==> src/rtl/uart_pkg.sv <==
// Types and defaults shared by the UART receiver and transmitter.
package uart_pkg;

  localparam int OVERSAMPLE_DEF = 16;
  localparam int DATA_BITS_DEF  = 8;

  typedef enum logic [2:0] {
    IDLE,
    START,
    DATA,
    PARITY,
    STOP,
    BREAK
  } rx_state_t;

endpackage

==> src/rtl/uart_rx_if.sv <==
// Receiver-side signal bundle: serial line and baud tick in, received byte and status out.
interface uart_rx_if #(
  parameter int DATA_BITS = uart_pkg::DATA_BITS_DEF
);

  logic                 b_16tick;
  logic                 rx;
  logic [DATA_BITS-1:0] rx_data;
  logic                 rx_done;
  logic                 rx_busy;
  logic                 frame_err;
  logic                 parity_err;

  modport master (
    input  b_16tick,
    input  rx,
    output rx_data,
    output rx_done,
    output rx_busy,
    output frame_err,
    output parity_err
  );

  modport slave (
    output b_16tick,
    output rx,
    input  rx_data,
    input  rx_done,
    input  rx_busy,
    input  frame_err,
    input  parity_err
  );

endinterface

==> src/rtl/uart_rx_sync.sv <==
// Flop chain bringing the asynchronous rx line into the clk domain; presets to the idle (high) level.
module uart_rx_sync #(
  parameter int SYNC_STAGES = 2
) (
  input  logic clk,
  input  logic rst,
  input  logic rx,
  output logic rx_s
);

  logic [SYNC_STAGES-1:0] sync_q;

  always_ff @(posedge clk) begin
    if (rst) sync_q <= '1;
    else     sync_q <= {sync_q[SYNC_STAGES-2:0], rx};
  end

  assign rx_s = sync_q[SYNC_STAGES-1];

endmodule

==> src/rtl/uart_rx.sv <==
// 8N1 UART receiver, 16x oversampled on b_16tick, LSB first.
// Optional even-parity bit between data and stop when UART_RX_PARITY_EN is defined.
//
// state  | meaning
// IDLE   | line idle, waiting for a low sample on a tick
// START  | validating start bit at its midpoint
// DATA   | sampling payload bits mid-bit
// PARITY | sampling parity bit (UART_RX_PARITY_EN only)
// STOP   | sampling stop bit, reporting the byte
// BREAK  | stop bit was low; wait for line to return high
module uart_rx
  import uart_pkg::*;
#(
  parameter int OVERSAMPLE  = OVERSAMPLE_DEF,
  parameter int DATA_BITS   = DATA_BITS_DEF,
  parameter int SYNC_STAGES = 2
) (
  input logic       clk,
  input logic       rst,
  uart_rx_if.master bus
);

  localparam logic [3:0] MID_TICK  = 4'(OVERSAMPLE / 2 - 1);
  localparam logic [3:0] LAST_TICK = 4'(OVERSAMPLE - 1);
  localparam logic [2:0] LAST_BIT  = 3'(DATA_BITS - 1);

  logic                 rx_s;
  rx_state_t            state_q, state_d;
  logic [3:0]           tick_q, tick_d;
  logic [2:0]           bit_q, bit_d;
  logic [DATA_BITS-1:0] shift_q, shift_d;
  logic [DATA_BITS-1:0] data_q, data_d;
  logic                 done_q, done_d;
  logic                 ferr_q, ferr_d;
  logic                 stop_hit;
`ifdef UART_RX_PARITY_EN
  logic                 par_q, par_d;
  logic                 perr_q, perr_d;
`endif

  uart_rx_sync #(.SYNC_STAGES(SYNC_STAGES)) u_sync (
    .clk  (clk),
    .rst  (rst),
    .rx   (bus.rx),
    .rx_s (rx_s)
  );

  always_ff @(posedge clk) begin
    if (rst) begin
      state_q <= IDLE;
      tick_q  <= '0;
      bit_q   <= '0;
      shift_q <= '0;
      data_q  <= '0;
      done_q  <= 1'b0;
      ferr_q  <= 1'b0;
`ifdef UART_RX_PARITY_EN
      par_q   <= 1'b0;
      perr_q  <= 1'b0;
`endif
    end else begin
      state_q <= state_d;
      tick_q  <= tick_d;
      bit_q   <= bit_d;
      shift_q <= shift_d;
      data_q  <= data_d;
      done_q  <= done_d;
      ferr_q  <= ferr_d;
`ifdef UART_RX_PARITY_EN
      par_q   <= par_d;
      perr_q  <= perr_d;
`endif
    end
  end

  always_comb begin
    state_d = state_q;
    tick_d  = tick_q;
    bit_d   = bit_q;
    shift_d = shift_q;
`ifdef UART_RX_PARITY_EN
    par_d   = par_q;
`endif
    if (bus.b_16tick) begin
      case (state_q)
        IDLE: begin
          if (!rx_s) begin
            state_d = START;
            tick_d  = '0;
          end
        end
        START: begin
          if (tick_q == MID_TICK) begin
            tick_d  = '0;
            bit_d   = '0;
            state_d = rx_s ? IDLE : DATA;
          end else begin
            tick_d = tick_q + 4'd1;
          end
        end
        DATA: begin
          if (tick_q == LAST_TICK) begin
            tick_d  = '0;
            shift_d = {rx_s, shift_q[DATA_BITS-1:1]};
            bit_d   = bit_q + 3'd1;
            if (bit_q == LAST_BIT) begin
`ifdef UART_RX_PARITY_EN
              state_d = PARITY;
`else
              state_d = STOP;
`endif
            end
          end else begin
            tick_d = tick_q + 4'd1;
          end
        end
`ifdef UART_RX_PARITY_EN
        PARITY: begin
          if (tick_q == LAST_TICK) begin
            tick_d  = '0;
            par_d   = rx_s;
            state_d = STOP;
          end else begin
            tick_d = tick_q + 4'd1;
          end
        end
`endif
        STOP: begin
          if (tick_q == LAST_TICK) begin
            tick_d  = '0;
            state_d = rx_s ? IDLE : BREAK;
          end else begin
            tick_d = tick_q + 4'd1;
          end
        end
        // A held-low line stays here so it cannot be mistaken for a new start bit.
        BREAK: begin
          if (rx_s) state_d = IDLE;
        end
        default: state_d = IDLE;
      endcase
    end
  end

  always_comb begin
    stop_hit = bus.b_16tick && (state_q == STOP) && (tick_q == LAST_TICK);
    done_d   = stop_hit;
    data_d   = stop_hit ? shift_q : data_q;
    ferr_d   = stop_hit && !rx_s;
`ifdef UART_RX_PARITY_EN
    perr_d   = stop_hit && (par_q != ^shift_q);
`endif
  end

  assign bus.rx_data   = data_q;
  assign bus.rx_done   = done_q;
  assign bus.rx_busy   = (state_q != IDLE);
  assign bus.frame_err = ferr_q;
`ifdef UART_RX_PARITY_EN
  assign bus.parity_err = perr_q;
`else
  assign bus.parity_err = 1'b0;
`endif

endmodule

==> src/flat_wrapper.sv <==
// flat-port wrapper written by rule: the top's interface ports become plain ports
module uart_rx_flat import uart_pkg::*;
#(
  parameter int OVERSAMPLE  = OVERSAMPLE_DEF,
  parameter int DATA_BITS   = DATA_BITS_DEF,
  parameter int SYNC_STAGES = 2
)
  (clk, rst, bus_b_16tick, bus_rx, bus_rx_data, bus_rx_done, bus_rx_busy, bus_frame_err, bus_parity_err);
  uart_rx_if #(.DATA_BITS(DATA_BITS)) bus_i ();
  input logic clk;
  input logic rst;
  input wire logic [$bits(bus_i.b_16tick)-1:0] bus_b_16tick;
  input wire logic [$bits(bus_i.rx)-1:0] bus_rx;
  output wire logic [$bits(bus_i.rx_data)-1:0] bus_rx_data;
  output wire logic [$bits(bus_i.rx_done)-1:0] bus_rx_done;
  output wire logic [$bits(bus_i.rx_busy)-1:0] bus_rx_busy;
  output wire logic [$bits(bus_i.frame_err)-1:0] bus_frame_err;
  output wire logic [$bits(bus_i.parity_err)-1:0] bus_parity_err;
  assign bus_i.b_16tick = bus_b_16tick;
  assign bus_i.rx = bus_rx;
  assign bus_rx_data = bus_i.rx_data;
  assign bus_rx_done = bus_i.rx_done;
  assign bus_rx_busy = bus_i.rx_busy;
  assign bus_frame_err = bus_i.frame_err;
  assign bus_parity_err = bus_i.parity_err;
  uart_rx #(.OVERSAMPLE(OVERSAMPLE), .DATA_BITS(DATA_BITS), .SYNC_STAGES(SYNC_STAGES)) u_core (.clk(clk), .rst(rst), .bus(bus_i));
endmodule
==> config.mk <==
export PLATFORM = sky130hd
export DESIGN_NAME = uart_rx_flat
export DESIGN_NICKNAME = d
export VERILOG_FILES = /design/src/rtl/uart_pkg.sv /design/src/rtl/uart_rx_if.sv /design/src/rtl/uart_rx_sync.sv /design/src/rtl/uart_rx.sv /design/src/flat_wrapper.sv
export SDC_FILE = /design/constraint.sdc
export NUM_CORES = 1
export LEC_CHECK = 0
export CORE_MARGIN = 1.5
export CORE_UTILIZATION = 57
export CTS_BUF_LIST = sky130_fd_sc_hd__clkbuf_8
export CTS_CLUSTER_DIAMETER = 80
export DETAILED_ROUTE_END_ITERATION = 10
export PLACE_DENSITY = 0.81
export SLEW_MARGIN = 25
export SYNTH_ARGS = -nofsm -noshare
export SYNTH_HDL_FRONTEND = slang
export SYNTH_HIERARCHICAL = 1
export SYNTH_SLANG_ARGS = --single-unit
==> constraint.sdc <==
create_clock -name clk -period 2.1 [get_ports clk]
set_input_delay 0.315 -clock clk [delete_from_list [all_inputs] [get_ports clk]]
set_output_delay 0.315 -clock clk [all_outputs]
set_load 0.02 [all_outputs]
* Word level (Yosys, flattened, before mapping)
Cells that the tools add are included.
Operators by class: reduce and logical (&&, ||, !) cells 13, add/sub/neg operators 2, shifts and indexed selects 0, div/mod/pow operators 0, equal/unequal tests 13, mux-type cells 16, multipliers 0, $lt $le $gt $ge 0, bitwise operators 0
Operator list (count):
- 3-bit two-way mux | 9
- 3-bit case mux with 5 select lines | 1
- 4-bit two-way mux | 3
- 4-bit case mux with 3 select lines | 1
- 3-bit equality test, second input constant | 3
- 2-bit by 1-bit inequality test with 1-bit output, second input constant | 4
- 7-bit AND reduction | 1
- 3-bit case mux with 2 select lines | 1
- 3-bit AND reduction | 2
- 3-bit nonzero test | 2
- 4-bit by 1-bit adder with 4-bit output, second input constant | 1
- 4-bit by 3-bit equality test with 1-bit output, second input constant | 1
- 4-bit equality test, second input constant | 1
- 2-bit inequality test, second input constant | 2
- 4-bit AND reduction | 1
- 3-bit by 1-bit adder with 3-bit output, second input constant | 1
- 3-bit by 1-bit equality test with 1-bit output, second input constant | 1
- 3-bit by 2-bit equality test with 1-bit output, second input constant | 1
- 1-bit logical AND | 3
- 3-bit logical NOT | 1
- 2-bit two-way mux | 1
- 2-bit nonzero test | 1
- 2-bit OR reduction | 1
- 1-bit logical NOT | 1
Storage, ports and cells: bits in read-only memories 0, flip-flop bits (word level) 30, input bits 4, output and inout port bits 12, bits in latches 0, memories kept 0, bits in writable memories 0, word-level logic and storage cells 52

* Depth between registers and ports, before layout
Gate-level depths: netlist of the first run.
depth in word-level cells 4, depth in mapped cells 6, mapped depth without buffers 6

* Hierarchy
The synthesis of the first run kept the hierarchy.
Modules (own cells, without submodules):
- uart_rx | area an instance 1316.3 um^2, instances 1, cells an instance 139, seq. area each 560.5 um^2
- uart_rx_sync | area an instance 52.6 um^2, instances 1, cells an instance 4, seq. area each 40.0 um^2

* Worst setup path before layout of the first run
No wires, ideal clock.
path kind flip-flop to flip-flop, start point reg u_core.tick_q[0], end point reg u_core.tick_q[3], slack 0.275 ns, clock period less this slack 1.825 ns, buffers on the path 0, cell stages (with the launch flop) 6, data arrival time 1.751 ns, setup time 0.074 ns, required time 2.026 ns, cells stage by stage dfxtp_1 ha_1 and3_1 o32a_4 or4_1 a31oi_1
Between the ends: word-level cells in the longest chain between the ends 3, elaborated cells on any way between the ends 6, those cells by class 1 x add/sub; 2 x eq/ne; 3 x mux
RTL lines:
- start: declaration | RTL line uart_rx.sv:29 | logic [3:0] tick_q, tick_d;
- start signal: assignment | RTL line uart_rx.sv:63 | tick_q <= tick_d;
- 4-bit by 1-bit adder with 4-bit output, or another cell as far along | RTL line uart_rx.sv:98, uart_rx.sv:114, uart_rx.sv:133
- 4-bit two-way mux, on equally long branches | RTL line uart_rx.sv:102, uart_rx.sv:129, uart_rx.sv:93
- 4-bit case mux with 3 select lines (*) | RTL line uart_rx.sv:85 | case (state_q)
Mark *: on every way between the ends. The rest lies on a longest branch, timed or not. A chain may end at the register's enable or synchronous reset.

* Worst setup path after layout of the first run
Ends and elaborated chain as after synthesis.

==> tab_implementation.tex, run 1 <==
\begin{tabular}{lr}
\hline
Metric & Value \\
\hline
\multicolumn{2}{l}{\textbf{Logic synthesis}} \\
Fraction of post-synthesis cell area in the top cell type by area & 0.4388 \\
Post-synth EDFFs & 0 \\
Post-synthesis cell type count & 42 \\
YS warnings & 6 \\
Synthesized netlist net count & 150 \\
Main area contributors after synthesis & sky130\_fd\_sc\_hd\_\_dfxtp\_1 (44\%), sky130\_fd\_sc\_hd\_\_mux2i\_1 (12\%), sky130\_fd\_sc\_hd\_\_nor2\_1 (5.5\%), sky130\_fd\_sc\_hd\_\_ha\_1 (2.7\%), sky130\_fd\_sc\_hd\_\_a21oi\_1 (2.6\%) \\
Most instantiated flip-flop cell in the synthesis netlist & sky130\_fd\_sc\_hd\_\_dfxtp\_1 \\
Average size of a mapped cell & 9.572 µm² \\
Number of standard cells after synthesis & 143 \\
Dominant cell type by area after synthesis & sky130\_fd\_sc\_hd\_\_dfxtp\_1 \\
Post-synthesis instance area & 1369 µm² \\
Share of synthesized area occupied by flip-flops and latches & 0.4388 \\
Number of flip-flops and latches in the synthesized netlist & 30 \\
Fraction of synthesis flops using an asynchronous set or reset pin & 0 \\
\multicolumn{2}{l}{\textbf{CTS}} \\
Num Clock Sinks & 30 \\
Number of buffers added for setup after CTS & 0 \\
Cts repair resizes & 0 \\
Hold buffer count at cts & 0 \\
Clock transition at path regs & 0.06 ns \\
Clock buffers created by TritonCTS & 5 \\
Root cell of the clock tree & sky130\_fd\_sc\_hd\_\_clkbuf\_8 \\
Number of levels in the clock H-tree & 2 \\
TritonCTS clock tree & done \\
Clock latency reported for the late side of the worst-skew pair & 0.28 ns \\
Clk buf depth & 2 \\
\multicolumn{2}{l}{\textbf{Worst hold path}} \\
Worst Hold Depth & 1 \\
Hold endpoint & u\_core/u\_sync/sync\_q[1] \\
Hold Path Class & flip-flop to flip-flop \\
Launch instance of the worst min-delay path & u\_core/u\_sync/sync\_q[0] \\
\multicolumn{2}{l}{\textbf{Placed design}} \\
Area of placed instances & 1533 µm² \\
Pre-CTS WS & 0.1502 ns \\
Detailed placer's ending HPWL & 1881 µm \\
PortBufs & 14 \\
GP Congestion & 0.8577 \\
\multicolumn{2}{l}{\textbf{Final layout}} \\
Share of post-route cells with drive strength above 1 & 0.1235 \\
Fill cell instance count of the final layout & 179 \\
Commonest non-fill, non-tap cells in the layout & sky130\_fd\_sc\_hd\_\_dfxtp\_1 (28), sky130\_fd\_sc\_hd\_\_nor2\_1 (20), sky130\_fd\_sc\_hd\_\_mux2i\_1 (16) \\
Most frequent standard cell in the layout excluding fill and tap cells & sky130\_fd\_sc\_hd\_\_dfxtp\_1 \\
Core occupancy in the finished layout & 0.7361 \\
Number of diodes added for antenna fixing & 0 \\
Number of nets in the layout & 168 \\
Area added between synthesis and finish & 20.11\% \\
Post-route cell area & 1644 µm² \\
\multicolumn{2}{l}{\textbf{GRT}} \\
GR met1 Demand/Resource & 0.2721 \\
Remaining global-route overflow & 0 \\
Initial antenna violation count & 0 \\
Met2 Usage GRT & 0.3481 \\
Maximum number of pins on one net before global-route repair & 14 \\
Vias in the first global route & 986 \\
Most Used Layer, Global Route & met2 \\
Global-route track usage on met3 & 0.1034 \\
First-pass GRT wire length & 4367 µm \\
Total global-route track usage & 0.2265 \\
\multicolumn{2}{l}{\textbf{Worst setup path}} \\
Highest fanout seen on the critical path & 5 \\
Reg-to-Reg End & u\_core/tick\_q[3] \\
Start-to-end type of the worst setup path & flip-flop to flip-flop \\
Critical path cell sequence & ha\_1, and3\_1, o32a\_4, or4\_1, a31oi\_1 \\
Launch instance of the worst register-to-register path & u\_core/tick\_q[0] \\
Required time of the critical path & 2.31 ns \\
Number of cells on the worst reg-to-reg path & 5 \\
Crit-path leading delay family & simple AND/OR/NAND/NOR gates \\
Startpoint kind of the worst setup timing path & flip-flop \\
Max stage delay on crit path & 0.51 ns \\
Crit path buffers/inverters & 0 \\
Setup slack of the most critical reg-to-reg path & 0.13 ns \\
Worst-path cell with the longest stage delay & sky130\_fd\_sc\_hd\_\_or4\_1 \\
Data arrival time at the worst-slack endpoint & 2.18 ns \\
CP Capture Type & flip-flop \\
\multicolumn{2}{l}{\textbf{Floorplanning}} \\
Die H & 52.01 µm \\
Core area & 2233 µm² \\
Effective utilization at floorplan & 0.6129 \\
Die span in x & 52.01 µm \\
Row cnt & 17 \\
I/O pin cnt & 16 \\
Die area & 2705 µm² \\
\multicolumn{2}{l}{\textbf{STA}} \\
Shortest clock period the worst path allows after layout & 1.974 ns \\
Setup repair after global routing missed its margin & no \\
Final Hold Vio Count & 0 \\
Ratio of final minimum period to clock period & 0.9399 \\
Max Transition Viols Final & 0 \\
Slack of the critical path & 0.1262 ns \\
Accumulated negative setup slack & 0 ns \\
Worst clock skew & 0.003138 ns \\
Max Clk Rate & 506.6 MHz \\
Worst hold margin & 0.4195 ns \\
Total of endpoints with negative setup slack in the final report & 0 \\
\multicolumn{2}{l}{\textbf{Route}} \\
Routed WL & 2706 µm \\
DR iter-0 viols & 25 \\
Detailed-route via count & 1102 \\
Count of antenna-violating nets left after detailed routing & 0 \\
DR vias/cell & 5.800 \\
Routed len/inst & 14.24 µm \\
TritonRoute pass-1 iters & 4 \\
\# DRC & 0 \\
\multicolumn{2}{l}{\textbf{Power}} \\
Worst vdd ir & 687.6 µV \\
Leakage component of the power & 0.5985 nW \\
Ratio of total power to cell area & 728.6 nW/µm² \\
\multicolumn{2}{l}{\textbf{Run status}} \\
Run status & complete, no violations \\
\multicolumn{2}{l}{\textbf{Flow run}} \\
MaxCap Viol Count & 0 \\
\hline
\end{tabular}
registers in the layout, summed over array words and instances, names as in the netlist:
| register | count |
|---|---|
| u_core/tick_q | 4 |
| u_core/shift_q | 8 |
| u_core/bus.rx_data | 8 |
| u_core/bus.rx_done | 1 |
| u_core/state_q | 3 |
| u_core/bit_q | 3 |
| u_core/bus.frame_err | 1 |
| u_core/u_sync/sync_q | 2 |
cells in the mapped netlist (2+ instances only):
library cell / n
sky130_fd_sc_hd__and2_1: 2
sky130_fd_sc_hd__mux2i_1: 16
sky130_fd_sc_hd__buf_2: 3
sky130_fd_sc_hd__a21oi_1: 7
sky130_fd_sc_hd__nand2_1: 8
sky130_fd_sc_hd__clkbuf_1: 3
sky130_fd_sc_hd__buf_6: 2
sky130_fd_sc_hd__ha_1: 3
sky130_fd_sc_hd__or2_1: 3
sky130_fd_sc_hd__dfxtp_1: 30
sky130_fd_sc_hd__nand4_1: 2
sky130_fd_sc_hd__nor2_1: 20
sky130_fd_sc_hd__nor2b_1: 2
sky130_fd_sc_hd__or4_1: 2
sky130_fd_sc_hd__o21ai_0: 6
sky130_fd_sc_hd__a31oi_1: 2
sky130_fd_sc_hd__and3_1: 2
sky130_fd_sc_hd__or3_1: 3
sky130_fd_sc_hd__nand3_1: 4
where the power goes:
group | internal [mW] | switching, mW
Clock | 0.348 | 0.210
Sequential | 0.572 | 0.00277
Combinational | 0.0266 | 0.0381
Total | 0.947 | 0.250
stage by stage:
| stage | std cells | power, mW |
|---|---|---|
| finish | 190 | 1.198 |
| global route | 190 | 1.249 |
| CTS | 190 | 1.210 |
| detailed placement | 182 | 0.6515 |
| global placement | 182 | 0.6498 |
| floorplan | 143 | 0.6279 |
area by class of cell:
class                           instances  area, µm²  share of cell area
Clock buffer                            5      68.82             0.04186
Inverter                                1      3.754            0.002283
Multi-Input combinational cell        103      708.2              0.4307
Sequential cell                        30      603.1              0.3668
Timing Repair Buffer                   20      185.2              0.1126
Tap cell                               28      35.03             0.02131
Clock inverter                          3      40.04             0.02435
worst max-delay path by stage:
stage	start	slack, ns	endpoint	cells after the start
2_1_floorplan	u_core/tick_q[0]	0.27	u_core/tick_q[3]	5
3_3_place_gp	u_core/tick_q[0]	0.22	u_core/tick_q[3]	5
3_5_place_dp	u_core/tick_q[0]	0.15	u_core/tick_q[3]	5
4_1_cts	u_core/state_q[1]	0.07	bus_rx_busy	3
5_1_grt	u_core/tick_q[0]	0.08	u_core/tick_q[3]	5
6_report	u_core/tick_q[0]	0.13	u_core/tick_q[3]	5
metal layers:
layer  wire length, µm  share of wire  up-vias
li1                  -              -      549
met1              1253           0.46      521
met2              1292           0.48       26
met3               128          0.047        6
met4                31          0.011        0
met5                 0              0        -
kinds of logic after synthesis:
family                   share of synthesized area
buffers and inverters                      0.04387
XOR/XNOR                                   0.01189
adder cells (fa/ha/maj)                    0.02743
AO/OA/AOI/OAI                               0.1179
flip-flops                                  0.4388
multiplexers                                0.1170
other                                     0.002740
AND/OR/NAND/NOR                             0.2404
Power figures use the tool's default switching activity.
==> run 2: changes to the inputs <==
Settings changed: CORE_UTILIZATION 57 to 61, PLACE_DENSITY 0.81 to 0.86.
Clock period 2.1 ns to 2.3 ns, I/O delays scaled along.
==> tab_implementation.tex, run 2 (same netlist as run 1, synthesis figures left out) <==
\begin{tabular}{lr}
\hline
Metric & Value \\
\hline
\multicolumn{2}{l}{\textbf{Route}} \\
DR iter-0 viols & 36 (+44\%) \\
DR vias/cell & 5.866 (+1.1\%) \\
Routed WL & 2650 µm (-2.1\%) \\
Detailed-route via count & 1091 (-1.0\%) \\
TritonRoute pass-1 iters & 4 (unchanged) \\
Count of antenna-violating nets left after detailed routing & 0 (unchanged) \\
Routed len/inst & 14.25 µm (about the same) \\
\# DRC & 0 (unchanged) \\
\multicolumn{2}{l}{\textbf{CTS}} \\
Hold buffer count at cts & 0 (unchanged) \\
TritonCTS clock tree & done \\
Cts repair resizes & 0 (unchanged) \\
Num Clock Sinks & 30 (unchanged) \\
Clock transition at path regs & 0.06 ns (about the same) \\
Number of levels in the clock H-tree & 2 (unchanged) \\
Clock buffers created by TritonCTS & 5 (unchanged) \\
Clk buf depth & 2 (unchanged) \\
Root cell of the clock tree & sky130\_fd\_sc\_hd\_\_clkbuf\_8 \\
Clock latency reported for the late side of the worst-skew pair & 0.28 ns (about the same) \\
Number of buffers added for setup after CTS & 0 (unchanged) \\
\multicolumn{2}{l}{\textbf{Final layout}} \\
Area added between synthesis and finish & 17.18\% \\
Share of post-route cells with drive strength above 1 & 0.09434 (-0.02912) \\
Most frequent standard cell in the layout excluding fill and tap cells & sky130\_fd\_sc\_hd\_\_dfxtp\_1 \\
Area taken by multi-input logic gates & 708.2 µm² (unchanged) \\
Fill cell instance count of the final layout & 149 (-17\%) \\
Register Area & 600.6 µm² (-0.41\%) \\
Number of diodes added for antenna fixing & 0 (unchanged) \\
Number of nets in the layout & 165 (-1.8\%) \\
Post-route cell area & 1604 µm² (-2.4\%) \\
Commonest non-fill, non-tap cells in the layout & sky130\_fd\_sc\_hd\_\_dfxtp\_1 (30), sky130\_fd\_sc\_hd\_\_nor2\_1 (20), sky130\_fd\_sc\_hd\_\_mux2i\_1 (16) \\
\multicolumn{2}{l}{\textbf{STA}} \\
Normalized max-slew margin & 0.5461 \\
Setup repair after global routing missed its margin & no \\
Shortest clock period the worst path allows after layout & 2.110 ns \\
Max Clk Rate & 474.0 MHz \\
Ratio of final minimum period to clock period & 0.9172 \\
Accumulated negative setup slack & 0 ns (unchanged) \\
Worst hold margin & 0.4096 ns (-0.009867 ns) \\
Slew at the pin closest to its max-slew limit & 0.6787 ns \\
Final Hold Vio Count & 0 (unchanged) \\
Total of endpoints with negative setup slack in the final report & 0 (unchanged) \\
Max Transition Viols Final & 0 (unchanged) \\
Worst clock skew & 0.006999 ns (+0.003861 ns) \\
\multicolumn{2}{l}{\textbf{Placed design}} \\
GP Congestion & 0.8010 (-6.6\%) \\
PortBufs & 14 (unchanged) \\
Detailed placer's ending HPWL & 1868 µm (-0.73\%) \\
Area of placed instances & 1509 µm² (-1.6\%) \\
\multicolumn{2}{l}{\textbf{Floorplanning}} \\
Core area & 2042 µm² (-8.6\%) \\
I/O pin cnt & 16 (unchanged) \\
Effective utilization at floorplan & 0.6703 (+0.05746) \\
Die H & 50.37 µm (-3.1\%) \\
Die span in x & 50.37 µm (-3.1\%) \\
Die area & 2537 µm² (-6.2\%) \\
Row cnt & 16 (-1) \\
\multicolumn{2}{l}{\textbf{Power}} \\
Worst vdd ir & 550.4 µV (-20\%) \\
Leakage component of the power & 0.5723 nW (-4.4\%) \\
Ratio of total power to cell area & 632.1 nW/µm² (-13\%) \\
\multicolumn{2}{l}{\textbf{GRT}} \\
Global-route track usage on met3 & 0.08333 (-0.02011) \\
Total global-route track usage & 0.2503 (+0.02384) \\
Vias in the first global route & 1083 (+9.8\%) \\
Remaining global-route overflow & 0 (unchanged) \\
First-pass GRT wire length & 4761 µm (+9.0\%) \\
Met2 Usage GRT & 0.4013 (+0.05321) \\
Initial antenna violation count & 0 (unchanged) \\
GR met1 Demand/Resource & 0.3123 (+0.04019) \\
Maximum number of pins on one net before global-route repair & 21 (+7) \\
Most Used Layer, Global Route & met2 \\
\multicolumn{2}{l}{\textbf{Worst setup path}} \\
CP Capture Type & primary output \\
Data arrival time at the worst-slack endpoint & 1.76 ns (-0.42 ns) \\
Startpoint kind of the worst setup timing path & flip-flop \\
Start-to-end type of the worst setup path & flip-flop to primary output \\
Required time of the critical path & 1.96 ns (-0.35 ns) \\
Highest fanout seen on the critical path & 13 (+8) \\
\multicolumn{2}{l}{\textbf{Flow run}} \\
MaxCap Viol Count & 0 (unchanged) \\
\multicolumn{2}{l}{\textbf{Worst hold path}} \\
Hold Path Class & flip-flop to flip-flop \\
\multicolumn{2}{l}{\textbf{Run status}} \\
Run status & complete, no violations \\
\hline
\end{tabular}
## run 2: power breakdown
part           switching [mW]  internal, mW
Clock                   0.194         0.240
Combinational          0.0305        0.0205
Sequential            0.00600         0.523
Total                   0.231         0.783
## run 2: area by class of cell
cell class	instances	share of cell area
well taps	27	0.02106
inverters	1	0.002340
clock buffers	6	0.05148
multi-input cells	103	0.4415
repair buffers	17	0.1014
flip-flops and latches	30	0.3744
clock inverters	2	0.007800
## run 2: per-layer routing
layer,routed length [µm],vias to the layer above,share of wire
met3,120,8,0.045
met2,1215,28,0.46
met5,0,-,0
li1,-,542,-
met4,51,0,0.019
met1,1263,513,0.48
## run 2: through the flow
stage | worst slack [ns] | std cells | utilization | power (mW)
5_1_grt | 0.1170 | 186 | 0.7855 | 1.050
3_5_place_dp | 0.3228 | 178 | 0.7390 | 0.5891
4_1_cts | 0.2138 | 186 | 0.7855 | 1.019
2_1_floorplan | 0.4749 | 143 | - | 0.5733
6_report | 0.1905 | 186 | 0.7855 | 1.014
3_3_place_gp | 0.3354 | 178 | 0.7390 | 0.5874
## run 2: worst max-delay path, stage by stage, from the launching register on
cell and delay [ns]:
sky130_fd_sc_hd__dfxtp_1 0.59, sky130_fd_sc_hd__nor2_1 0.18, sky130_fd_sc_hd__nand2_1 0.11, sky130_fd_sc_hd__clkdlybuf4s50_1 0.60
## run 2: path summary, 6_finish.rpt
check | from | end | slack, ns | depth (start not counted)
worst max-delay path | u_core/state_q[0] | bus_rx_busy | 0.19 | 3
worst min-delay path | u_core/u_sync/sync_q[0] | u_core/u_sync/sync_q[1] | 0.41 | 1
worst max register to register | u_core/state_q[0] | u_core/tick_q[3] | 0.26 | 4
worst min register to register | u_core/u_sync/sync_q[0] | u_core/u_sync/sync_q[1] | 0.41 | 1
